==> src/rtl/fp_div_if.sv <==
// Handshake bundle for the fp_32 divider: operand request channel and result channel.
interface fp_div_if;
  logic        in_valid;
  logic        in_ready;
  logic [31:0] a;
  logic [31:0] b;
  logic        out_valid;
  logic        out_ready;
  logic [31:0] result;

  modport master (
    output in_valid, a, b, out_ready,
    input  in_ready, out_valid, result
  );

  modport slave (
    input  in_valid, a, b, out_ready,
    output in_ready, out_valid, result
  );
endinterface

==> src/rtl/fp_div.sv <==
// Iterative fp_32 divider: one restoring-division quotient bit per cycle, truncated result,
// denormals flushed to zero. One division in flight; valid/ready on both sides.
module fp_div #(
  parameter logic [31:0] QNAN  = 32'h7FC0_0000,
  parameter int unsigned ITERS = 25
) (
  input logic       clk,
  input logic       rst,
  fp_div_if.slave   bus
);

  localparam int unsigned CntW = $clog2(ITERS);

  typedef enum logic [1:0] {StIdle, StDiv, StNorm, StDone} state_e;

  state_e            state_q, state_d;
  logic              sgn_q, sgn_d;
  logic [7:0]        ea_q, ea_d, eb_q, eb_d;
  logic [25:0]       rem_q, rem_d;
  logic [23:0]       div_q, div_d;
  logic [24:0]       quo_q, quo_d;
  logic [CntW-1:0]   cnt_q, cnt_d;
  logic [31:0]       result_q, result_d;

  // Operand classification on the live request bus.
  logic        sgn_in;
  logic        a_zero, b_zero, a_inf, b_inf, a_nan, b_nan;
  logic        is_special;
  logic [31:0] special_res;

  always_comb begin
    sgn_in = bus.a[31] ^ bus.b[31];
    a_zero = (bus.a[30:23] == 8'h00);
    b_zero = (bus.b[30:23] == 8'h00);
    a_inf  = (bus.a[30:23] == 8'hFF) && (bus.a[22:0] == 23'h0);
    b_inf  = (bus.b[30:23] == 8'hFF) && (bus.b[22:0] == 23'h0);
    a_nan  = (bus.a[30:23] == 8'hFF) && (bus.a[22:0] != 23'h0);
    b_nan  = (bus.b[30:23] == 8'hFF) && (bus.b[22:0] != 23'h0);
    is_special  = 1'b1;
    special_res = QNAN;
    if (a_nan || b_nan) begin
      special_res = QNAN;
    end else if ((a_inf && b_inf) || (a_zero && b_zero)) begin
      special_res = QNAN;
    end else if (a_inf || b_zero) begin
      special_res = {sgn_in, 8'hFF, 23'h0};
    end else if (a_zero || b_inf) begin
      special_res = {sgn_in, 31'h0};
    end else begin
      is_special = 1'b0;
    end
  end

  // One restoring step.
  logic        q_bit;
  logic [25:0] rem_sub;

  always_comb begin
    q_bit   = (rem_q >= {2'b00, div_q});
    rem_sub = q_bit ? (rem_q - {2'b00, div_q}) : rem_q;
  end

  // Normalisation and exponent range check on the finished quotient.
  logic signed [9:0] exp_raw, exp_fin;
  logic [22:0]       man;
  logic [31:0]       norm_res;

  always_comb begin
    exp_raw = $signed({2'b00, ea_q}) - $signed({2'b00, eb_q}) + 10'sd127;
    exp_fin = quo_q[24] ? exp_raw : exp_raw - 10'sd1;
    man     = quo_q[24] ? quo_q[23:1] : quo_q[22:0];
    if (exp_fin >= 10'sd255) begin
      norm_res = {sgn_q, 8'hFF, 23'h0};
    end else if (exp_fin <= 10'sd0) begin
      norm_res = {sgn_q, 31'h0};
    end else begin
      norm_res = {sgn_q, exp_fin[7:0], man};
    end
  end

  always_comb begin
    state_d  = state_q;
    sgn_d    = sgn_q;
    ea_d     = ea_q;
    eb_d     = eb_q;
    rem_d    = rem_q;
    div_d    = div_q;
    quo_d    = quo_q;
    cnt_d    = cnt_q;
    result_d = result_q;
    unique case (state_q)
      StIdle: begin
        if (bus.in_valid) begin
          sgn_d = sgn_in;
          ea_d  = bus.a[30:23];
          eb_d  = bus.b[30:23];
          rem_d = {3'b001, bus.a[22:0]};
          div_d = {1'b1, bus.b[22:0]};
          quo_d = '0;
          cnt_d = '0;
          if (is_special) begin
            result_d = special_res;
            state_d  = StDone;
          end else begin
            state_d  = StDiv;
          end
        end
      end
      StDiv: begin
        rem_d = rem_sub << 1;
        quo_d = {quo_q[23:0], q_bit};
        cnt_d = cnt_q + CntW'(1);
        if (cnt_q == CntW'(ITERS - 1)) begin
          cnt_d   = '0;
          state_d = StNorm;
        end
      end
      StNorm: begin
        result_d = norm_res;
        state_d  = StDone;
      end
      StDone: begin
        if (bus.out_ready) state_d = StIdle;
      end
      default: state_d = StIdle;
    endcase
  end

  always_ff @(posedge clk) begin
    if (rst) begin
      state_q  <= StIdle;
      sgn_q    <= 1'b0;
      ea_q     <= '0;
      eb_q     <= '0;
      rem_q    <= '0;
      div_q    <= '0;
      quo_q    <= '0;
      cnt_q    <= '0;
      result_q <= '0;
    end else begin
      state_q  <= state_d;
      sgn_q    <= sgn_d;
      ea_q     <= ea_d;
      eb_q     <= eb_d;
      rem_q    <= rem_d;
      div_q    <= div_d;
      quo_q    <= quo_d;
      cnt_q    <= cnt_d;
      result_q <= result_d;
    end
  end

  assign bus.in_ready  = (state_q == StIdle);
  assign bus.out_valid = (state_q == StDone);
  assign bus.result    = result_q;

endmodule

==> src/flat_wrapper.sv <==
// flat-port wrapper written by rule: the top's interface ports become plain ports
module fp_div_flat 
#(
  parameter logic [31:0] QNAN  = 32'h7FC0_0000,
  parameter int unsigned ITERS = 25
)
  (clk, rst, bus_in_valid, bus_a, bus_b, bus_out_ready, bus_in_ready, bus_out_valid, bus_result);
  fp_div_if bus_i ();
  input logic clk;
  input logic rst;
  input wire logic [$bits(bus_i.in_valid)-1:0] bus_in_valid;
  input wire logic [$bits(bus_i.a)-1:0] bus_a;
  input wire logic [$bits(bus_i.b)-1:0] bus_b;
  input wire logic [$bits(bus_i.out_ready)-1:0] bus_out_ready;
  output wire logic [$bits(bus_i.in_ready)-1:0] bus_in_ready;
  output wire logic [$bits(bus_i.out_valid)-1:0] bus_out_valid;
  output wire logic [$bits(bus_i.result)-1:0] bus_result;
  assign bus_i.in_valid = bus_in_valid;
  assign bus_i.a = bus_a;
  assign bus_i.b = bus_b;
  assign bus_i.out_ready = bus_out_ready;
  assign bus_in_ready = bus_i.in_ready;
  assign bus_out_valid = bus_i.out_valid;
  assign bus_result = bus_i.result;
  fp_div #(.QNAN(QNAN), .ITERS(ITERS)) u_core (.clk(clk), .rst(rst), .bus(bus_i));
endmodule
==> config.mk <==
export PLATFORM = sky130hd
export DESIGN_NAME = fp_div_flat
export DESIGN_NICKNAME = d
export VERILOG_FILES = /design/src/rtl/fp_div_if.sv /design/src/rtl/fp_div.sv /design/src/flat_wrapper.sv
export SDC_FILE = /design/constraint.sdc
export NUM_CORES = 1
export LEC_CHECK = 0
export BUFFER_PORTS_ARGS = -buffer_cell sky130_fd_sc_hd__buf_2
export CAP_MARGIN = 20
export CORE_ASPECT_RATIO = 0.7
export CORE_MARGIN = 3
export CORE_UTILIZATION = 60
export CTS_CLUSTER_SIZE = 12
export DETAILED_ROUTE_END_ITERATION = 10
export PLACE_DENSITY = 0.91
export SLEW_MARGIN = 25
export SYNTH_ARGS = -nofsm -noshare
export SYNTH_HDL_FRONTEND = slang
export SYNTH_SLANG_ARGS = --single-unit
==> constraint.sdc <==
create_clock -name clk -period 5.44 [get_ports clk]
set_clock_uncertainty 0.15 [all_clocks]
set_input_delay 0.272 -clock clk [delete_from_list [all_inputs] [get_ports clk]]
set_output_delay 0.272 -clock clk [all_outputs]
set_load 0.02 [all_outputs]
==> flow_metrics.py, run 1 <==
metrics = {
    "placed_design": {
        "place_area_um2": 8552,
        "dp_hpwl_um": 15180,
        "place.gp.congestion": 0.9122,
        "dp_cells": 1238,
        "port_buffers": 101,
    },
    "routing": {
        "wirelength_um": 23740,
        "vias_per_cell": 6.379,
        "dr_wl_met3_um": 2345,
        "wl_met1_um": 9891,
        "routedWlPerCell_um": 18.10,
        "vias": 8363,
        "drcViolationCount": 0,
        "drtAntennaViolNets": 0,
        "top_layer_used": "met4",
        "initialDrtViolationCount": 1018,
        "route.met2.wl_um": 10610,
        "dr.pass1.iters": 6,
    },
    "cells_and_area": {
        "final_cell_mix": "165 x nand2_1, 131 x dfxtp_1, 100 x buf_2",
        "num-nets-final": 1246,
        "nFillCells": 895,
        "final_common_cell": "nand2_1",
        "area_growth_pct": 20.16,
        "stdcell_area_um2": 9568,
        "instances_no_fill": 1311,
        "layout-drive-gt1-share": 0.1610,
        "num_antenna_cells": 0,
    },
    "pwr": {
        "vdd_drop_max_mv": 0.4735,
        "power.density_nw_per_um2": 654.9,
        "power_mw": 6.266,
        "intPower_mw": 3.229,
        "switching_share": 0.4847,
        "pwr-share-seq": 0.201,
        "power_frac_comb": 0.614,
        "power_frac_clock": 0.185,
        "switching_power_mw": 3.037,
        "leakage_nw": 3.789,
    },
    "sta": {
        "post-route-min-period_ns": 4.367,
        "hold_viol_final": 0,
        "setup_viol": 0,
        "drv_slew": 0,
        "worst_pin_slew_ns": 1.006,
        "rsz0062_at_grt": "no",
        "min_period_over_period": 0.8027,
        "fin_tns_setup_ns": 0,
        "max_freq_mhz": 229.0,
        "maxSlewHeadroom": 0.3280,
    },
    "critical_path": {
        "cp_data_arrival_time_ns": 4.57,
        "path_class": "reg2reg",
        "max_stage_delay_ns": 0.62,
        "r2r-start": "u_core.ea_q[0]",
        "cp.depth": 15,
        "path_buf_inv": 3,
        "worst_path_most_repeated_cell": "inv_1",
        "crit_family": "compound AO/OA/AOI/OAI gates",
        "reg2reg_depth": 15,
        "reg2reg_slack_ns": 1.07,
        "critPathLaunchType": "register",
        "worstSetupEndpoint": "u_core.bus.result[5]",
        "crit_required_ns": 5.64,
        "cp-end-kind": "register",
        "critPathLaunch": "u_core.ea_q[0]",
        "crit_fanout": 22,
        "crit_chain": "inv_1 -> ha_1 -> inv_1 -> fa_1 -> inv_1 -> ha_1 -> xor3_2 -> or3_4 -> a21oi_4 -> o211ai_4 -> a31oi_4 -> o311ai_4 -> a311oi_2 -> nand3_2 -> o21ai_2",
        "timing.rr.end": "u_core.bus.result[5]",
        "crit_slowest_cell": "nand3_2",
    },
    "yosys": {
        "synthMuxAreaShare": 0.04447,
        "ys_warn_count": 0,
        "synthesis.area_um2": 7963,
        "netlist_top_cells_area": "dfxtp_1 33%, nand2_1 7.8%, ha_1 6.3%, a21oi_1 5.7%, nor2_1 4.6%",
        "synth_top_family_by_area": "compound AO/OA/AOI/OAI gates",
        "synth_top_area_frac": 0.3294,
        "synthAdderAreaFrac": 0.06788,
        "synthArstFlopShare": 0,
        "synth.distinct_cells": 78,
        "synthSimpleGateAreaFrac": 0.2156,
        "synth.ff_latch_count": 131,
        "ys.flop_type": "dfxtp_1",
        "synth-xor-area-share": 0.03394,
        "avgSynthCellArea_um2": 7.830,
        "netlist_instances": 1017,
        "yosysSeqAreaShare": 0.3294,
        "synth_nets": 1127,
        "synth_compound_area_frac": 0.2569,
        "yosys.area.top_type": "dfxtp_1",
        "synth_edf_count": 0,
    },
    "clock_network": {
        "cts_tree": "yes",
        "htreeDepth": 4,
        "root_buffer": "clkbuf_16",
        "cts-resized-gates": 0,
        "clk_path_buf_depth": 2,
        "clk_pin_slew_ns": 0.06,
        "ctsHoldBuffers": 40,
        "cts_sinks": 131,
        "postCtsSetupBuffers": 0,
        "cts_buffers": 17,
        "insertion_delay_ns": 0.43,
    },
    "global_route": {
        "antenna_found_initial": 0,
        "grt_pass1_vias": 7619,
        "grt_max_degree": 61,
        "grt_pass1_wl_um": 37620,
        "grt.total_usage": 0.3189,
        "grt_overflow": 0,
    },
    "floorplanning": {
        "rows": 34,
        "die_h_um": 102.4,
        "core_area_um2": 12680,
        "boundaryPins": 102,
        "die_x_um": 143.7,
        "initial_core_util": 0.6281,
        "die_area_um2": 14710,
    },
    "hold_path": {
        "min_path_cells": 3,
        "hold_class": "in2reg",
    },
    "flow_run": {
        "drv_cap": 0,
    },
    "run_status": {
        "status": "completed",
    },
}
==> power groups by stage <==
stage / Clock, mW / Combinational, mW / Sequential [mW]
final: 1.16 / 3.85 / 1.26
after global routing: 1.20 / 4.17 / 1.27
after CTS: 1.15 / 3.69 / 1.25
after detailed placement: 0 / 3.61 / 1.27
after global placement: 0 / 3.52 / 1.26
after floorplan: 0 / 2.87 / 1.25
==> synthesized netlist by cell type (all sizes together) (11+ instances only) <==
cell and count:
nand3 20, a21o 14, o21ai 56, nand4 16
nor3 22, nor2 97, clkbuf 39, xnor2 21
dfxtp 131, ha 40, buf 11, nand2 165
a31oi 14, inv 54, a22oi 26, mux2i 32
a21oi 93, nor4 12, o211ai 12
==> worst min-delay path by stage <==
stage                           from               endpoint  slack (ns)
3_3_place_gp   u_core.bus.result[20]  u_core.bus.result[20]        0.28
2_1_floorplan              bus_b[10]       u_core.div_q[10]        0.26
4_1_cts                    bus_a[20]       u_core.rem_q[20]        0.04
5_1_grt                     bus_a[2]        u_core.rem_q[2]        0.07
6_report                   bus_a[20]       u_core.rem_q[20]        0.05
3_5_place_dp   u_core.bus.result[20]  u_core.bus.result[20]        0.29
==> worst min-delay path: cells and delay by family <==
family,cells,cell delay (ns)
buf+inv,1,0.11
compound gates,2,0.20
==> state kept, by name, indices dropped and copies added (netlist names) <==
signal and count:
u_core.quo_q 25, u_core.rem_q 26, u_core.cnt_q 5, u_core.div_q 24, u_core.ea_q 8, u_core.eb_q 8, u_core.bus.result 32, u_core.state_q 2
u_core.sgn_q 1
==> logic make-up (layout without fill, tap and decap cells) <==
logic type / Yosys count / in the layout
buf+inv: 106 / 238
mux: 35 / 35
flops: 131 / 131
compound gates: 294 / 294
xor+xnor: 29 / 29
fa+ha+maj: 42 / 42
simple gates: 380 / 380
==> cell type report <==
class                      instances  area, um2  area share
multi-input combinational        780       4949      0.5172
sequential                       131       2623      0.2741
timing repair buffer             150      996.0      0.1041
clock buffer                      17      425.4     0.04446
inverter                          56      210.2     0.02197
tap                              162      202.7     0.02118
clock inverter                    15      162.7     0.01700
==> per-stage QoR <==
stage / setup WS [ns] / utilization / hold WS [ns]
after floorplan: 1.928 / - / 0.2580
after global placement: 1.260 / 0.6746 / 0.2815
after detailed placement: 1.155 / 0.6746 / 0.2878
after CTS: 1.127 / 0.7526 / 0.03563
after global routing: 0.8045 / 0.7547 / 0.06844
final: 1.073 / 0.7547 / 0.04552
==> per-layer routing <==
layer | track usage | vias to the layer above
met5 | 0 | -
met4 | 0.1317 | 0
met3 | 0.05800 | 97
met2 | 0.5070 | 523
met1 | 0.4313 | 3850
li1 | - | 3893
No activity file was read; power rests on OpenSTA's default activity.
==> run 2, diff against run 1 <==
Settings changed: CORE_UTILIZATION 60 to 59, PLACE_DENSITY 0.91 to 0.9.
Clock period 5.44 ns to 4.23 ns, I/O delays scaled along.
==> run 2 against run 1 <==
Clock-buffer cell count stayed put; core utilization decreased by 0.25 points; highest routed layer unchanged; cell area rose by 0.67%; via count down 0.28%; clock power grew 26%; flip-flop and latch count stayed put; wire length is 1.1% higher; power increased by 29%; global-route usage barely moved; combinational power is 31% higher; final cell count grew 1.8%; largest cell class unchanged.
==> flow_metrics.py, run 2 (synthesis results as in run 1) <==
metrics = {
    "floorplanning": {
        "die_x_um": 144.9,
        "core_area_um2": 12800,
        "die_area_um2": 14950,
        "rows": 34,
        "initial_core_util": 0.6218,
        "boundaryPins": 102,
        "die_h_um": 103.2,
    },
    "critical_path": {
        "crit_required_ns": 4.44,
        "crit_family": "compound AO/OA/AOI/OAI gates",
        "max_stage_delay_ns": 0.45,
        "cp-end-kind": "register",
        "worst_path_most_repeated_cell": "inv_1",
        "crit_fanout": 22,
        "critPathLaunchType": "register",
        "path_buf_inv": 4,
        "cp_data_arrival_time_ns": 4.14,
        "crit_slowest_cell": "fa_1",
        "path_class": "reg2reg",
        "crit_chain": "inv_1 -> ha_1 -> inv_1 -> fa_1 -> inv_1 -> ha_1 -> xor3_2 -> or3_4 -> a21oi_4 -> o211ai_4 -> a31oi_4 -> o311ai_4 -> a311oi_2 -> nand3_2 -> buf_12 -> o21ai_2",
    },
    "clock_network": {
        "cts_buffers": 17,
        "postCtsSetupBuffers": 0,
        "root_buffer": "clkbuf_16",
        "insertion_delay_ns": 0.44,
        "htreeDepth": 4,
        "clk_path_buf_depth": 2,
        "cts_sinks": 131,
        "cts_tree": "yes",
        "clk_pin_slew_ns": 0.07,
    },
    "pwr": {
        "power.density_nw_per_um2": 842.0,
        "vdd_drop_max_mv": 0.5231,
        "leakage_nw": 3.803,
    },
    "cells_and_area": {
        "layout-drive-gt1-share": 0.1620,
        "largest_reg_flops": 32,
        "num-nets-final": 1251,
        "final_cell_mix": "165 x nand2_1, 131 x dfxtp_1, 100 x buf_2",
        "area_growth_pct": 20.96,
        "final_common_cell": "nand2_1",
    },
    "routing": {
        "initialDrtViolationCount": 946,
        "routedWlPerCell_um": 17.98,
        "drtAntennaViolNets": 0,
        "vias_per_cell": 6.247,
        "drcViolationCount": 0,
        "vias": 8340,
        "dr.pass1.iters": 7,
        "wirelength_um": 24000,
    },
    "sta": {
        "post-route-min-period_ns": 3.935,
        "worst_pin_slew_ns": 0.8195,
        "rsz0062_at_grt": "no",
        "max_freq_mhz": 254.2,
        "hold_slack_ns": 0.02796,
        "drv_slew": 0,
        "fin_tns_setup_ns": 0,
        "maxSlewHeadroom": 0.4537,
        "hold_viol_final": 0,
        "setup_viol": 0,
        "min_period_over_period": 0.9302,
    },
    "global_route": {
        "grt_overflow": 0,
        "grt_max_degree": 63,
        "antenna_found_initial": 1,
        "grt_pass1_vias": 7605,
        "grt_pass1_wl_um": 37950,
        "grt.total_usage": 0.3190,
    },
    "flow_run": {
        "drv_cap": 0,
    },
    "placed_design": {
        "port_buffers": 101,
        "place.gp.congestion": 0.9611,
        "dp_hpwl_um": 15460,
    },
    "hold_path": {
        "hold_class": "in2reg",
    },
    "run_status": {
        "status": "completed",
    },
}
==> run 2: changes by cell type in the layout (fill, tap and decap cells not counted), sizes merged <==
cell         previous run  this run
inv                    64        63
buf                   110       112
diode                   0         1
dlygate4sd3            40        43
clkinv                  5         6
clkinvlp                1         2
bufinv                  1         0
==> run 2: power breakdown <==
part           total [mW]  switching [mW]  leakage (nW)  internal [mW]
clock                1.46           0.671         0.282          0.789
sequential           1.62           0.174          1.07           1.45
combinational        5.03            3.14          2.45           1.89
==> run 2: final timing paths <==
path                               end  slack, ns            startpoint  depth (start not counted)
hold / removal        u_core.rem_q[18]       0.03             bus_a[18]                          3
hold reg to reg   u_core.bus.result[1]       0.30  u_core.bus.result[1]                          2
setup reg to reg  u_core.bus.result[8]       0.30        u_core.ea_q[0]                         16
setup / recovery  u_core.bus.result[8]       0.30        u_core.ea_q[0]                         16
==> run 2: cell type report <==
| type | count | area (um2) |
|---|---|---|
| Clock inverter | 15 | 158.9 |
| Tap cell | 180 | 225.2 |
| Antenna cell | 1 | 2.502 |
| Timing Repair Buffer | 155 | 1033 |
| Sequential cell | 131 | 2623 |
| Clock buffer | 17 | 425.4 |
| Fill cell | 876 | 3173 |
| Inverter | 56 | 210.2 |
| Multi-Input combinational cell | 780 | 4954 |
==> run 2: worst register-to-register path: stages (launching register included) <==
cell and delay, ns:
dfxtp_1 0.33, inv_1 0.05, ha_1 0.18, inv_1 0.07, fa_1 0.45, inv_1 0.13, ha_1 0.22, xor3_2 0.36
or3_4 0.39, a21oi_4 0.15, o211ai_4 0.14, a31oi_4 0.21, o311ai_4 0.15, a311oi_2 0.38, nand3_2 0.16, buf_12 0.19
o21ai_2 0.16
==> run 2: what timing repair did <==
| action | 4_1_cts | 5_1_grt |
|---|---|---|
| hold endpoints to repair | 43 | 0 |
| hold buffers | 43 | 0 |
| gates resized for setup | 0 | 0 |
==> run 2: metrics by stage <==
step | utilization | instances | power (mW) | instance area (um2) | setup WS, ns
after floorplan | - | 1017 | 5.299 | 7963 | 0.7184
after global placement | 0.6724 | 1259 | 6.221 | 8610 | 0.5380
after detailed placement | 0.6728 | 1259 | 6.327 | 8615 | 0.4632
after CTS | 0.7520 | 1334 | 7.895 | 9629 | 0.4258
after global routing | 0.7522 | 1335 | 8.570 | 9632 | 0.1419
final | 0.7522 | 1335 | 8.110 | 9632 | 0.2953
==> run 2: per-layer routing <==
metal  track usage  up-vias  wire [um]
met2        0.4979      523      10540
met3       0.07445      113       2346
met1        0.4206     3785      10130
met5             0        -          0
li1              -     3919          -
met4        0.1527        0        990
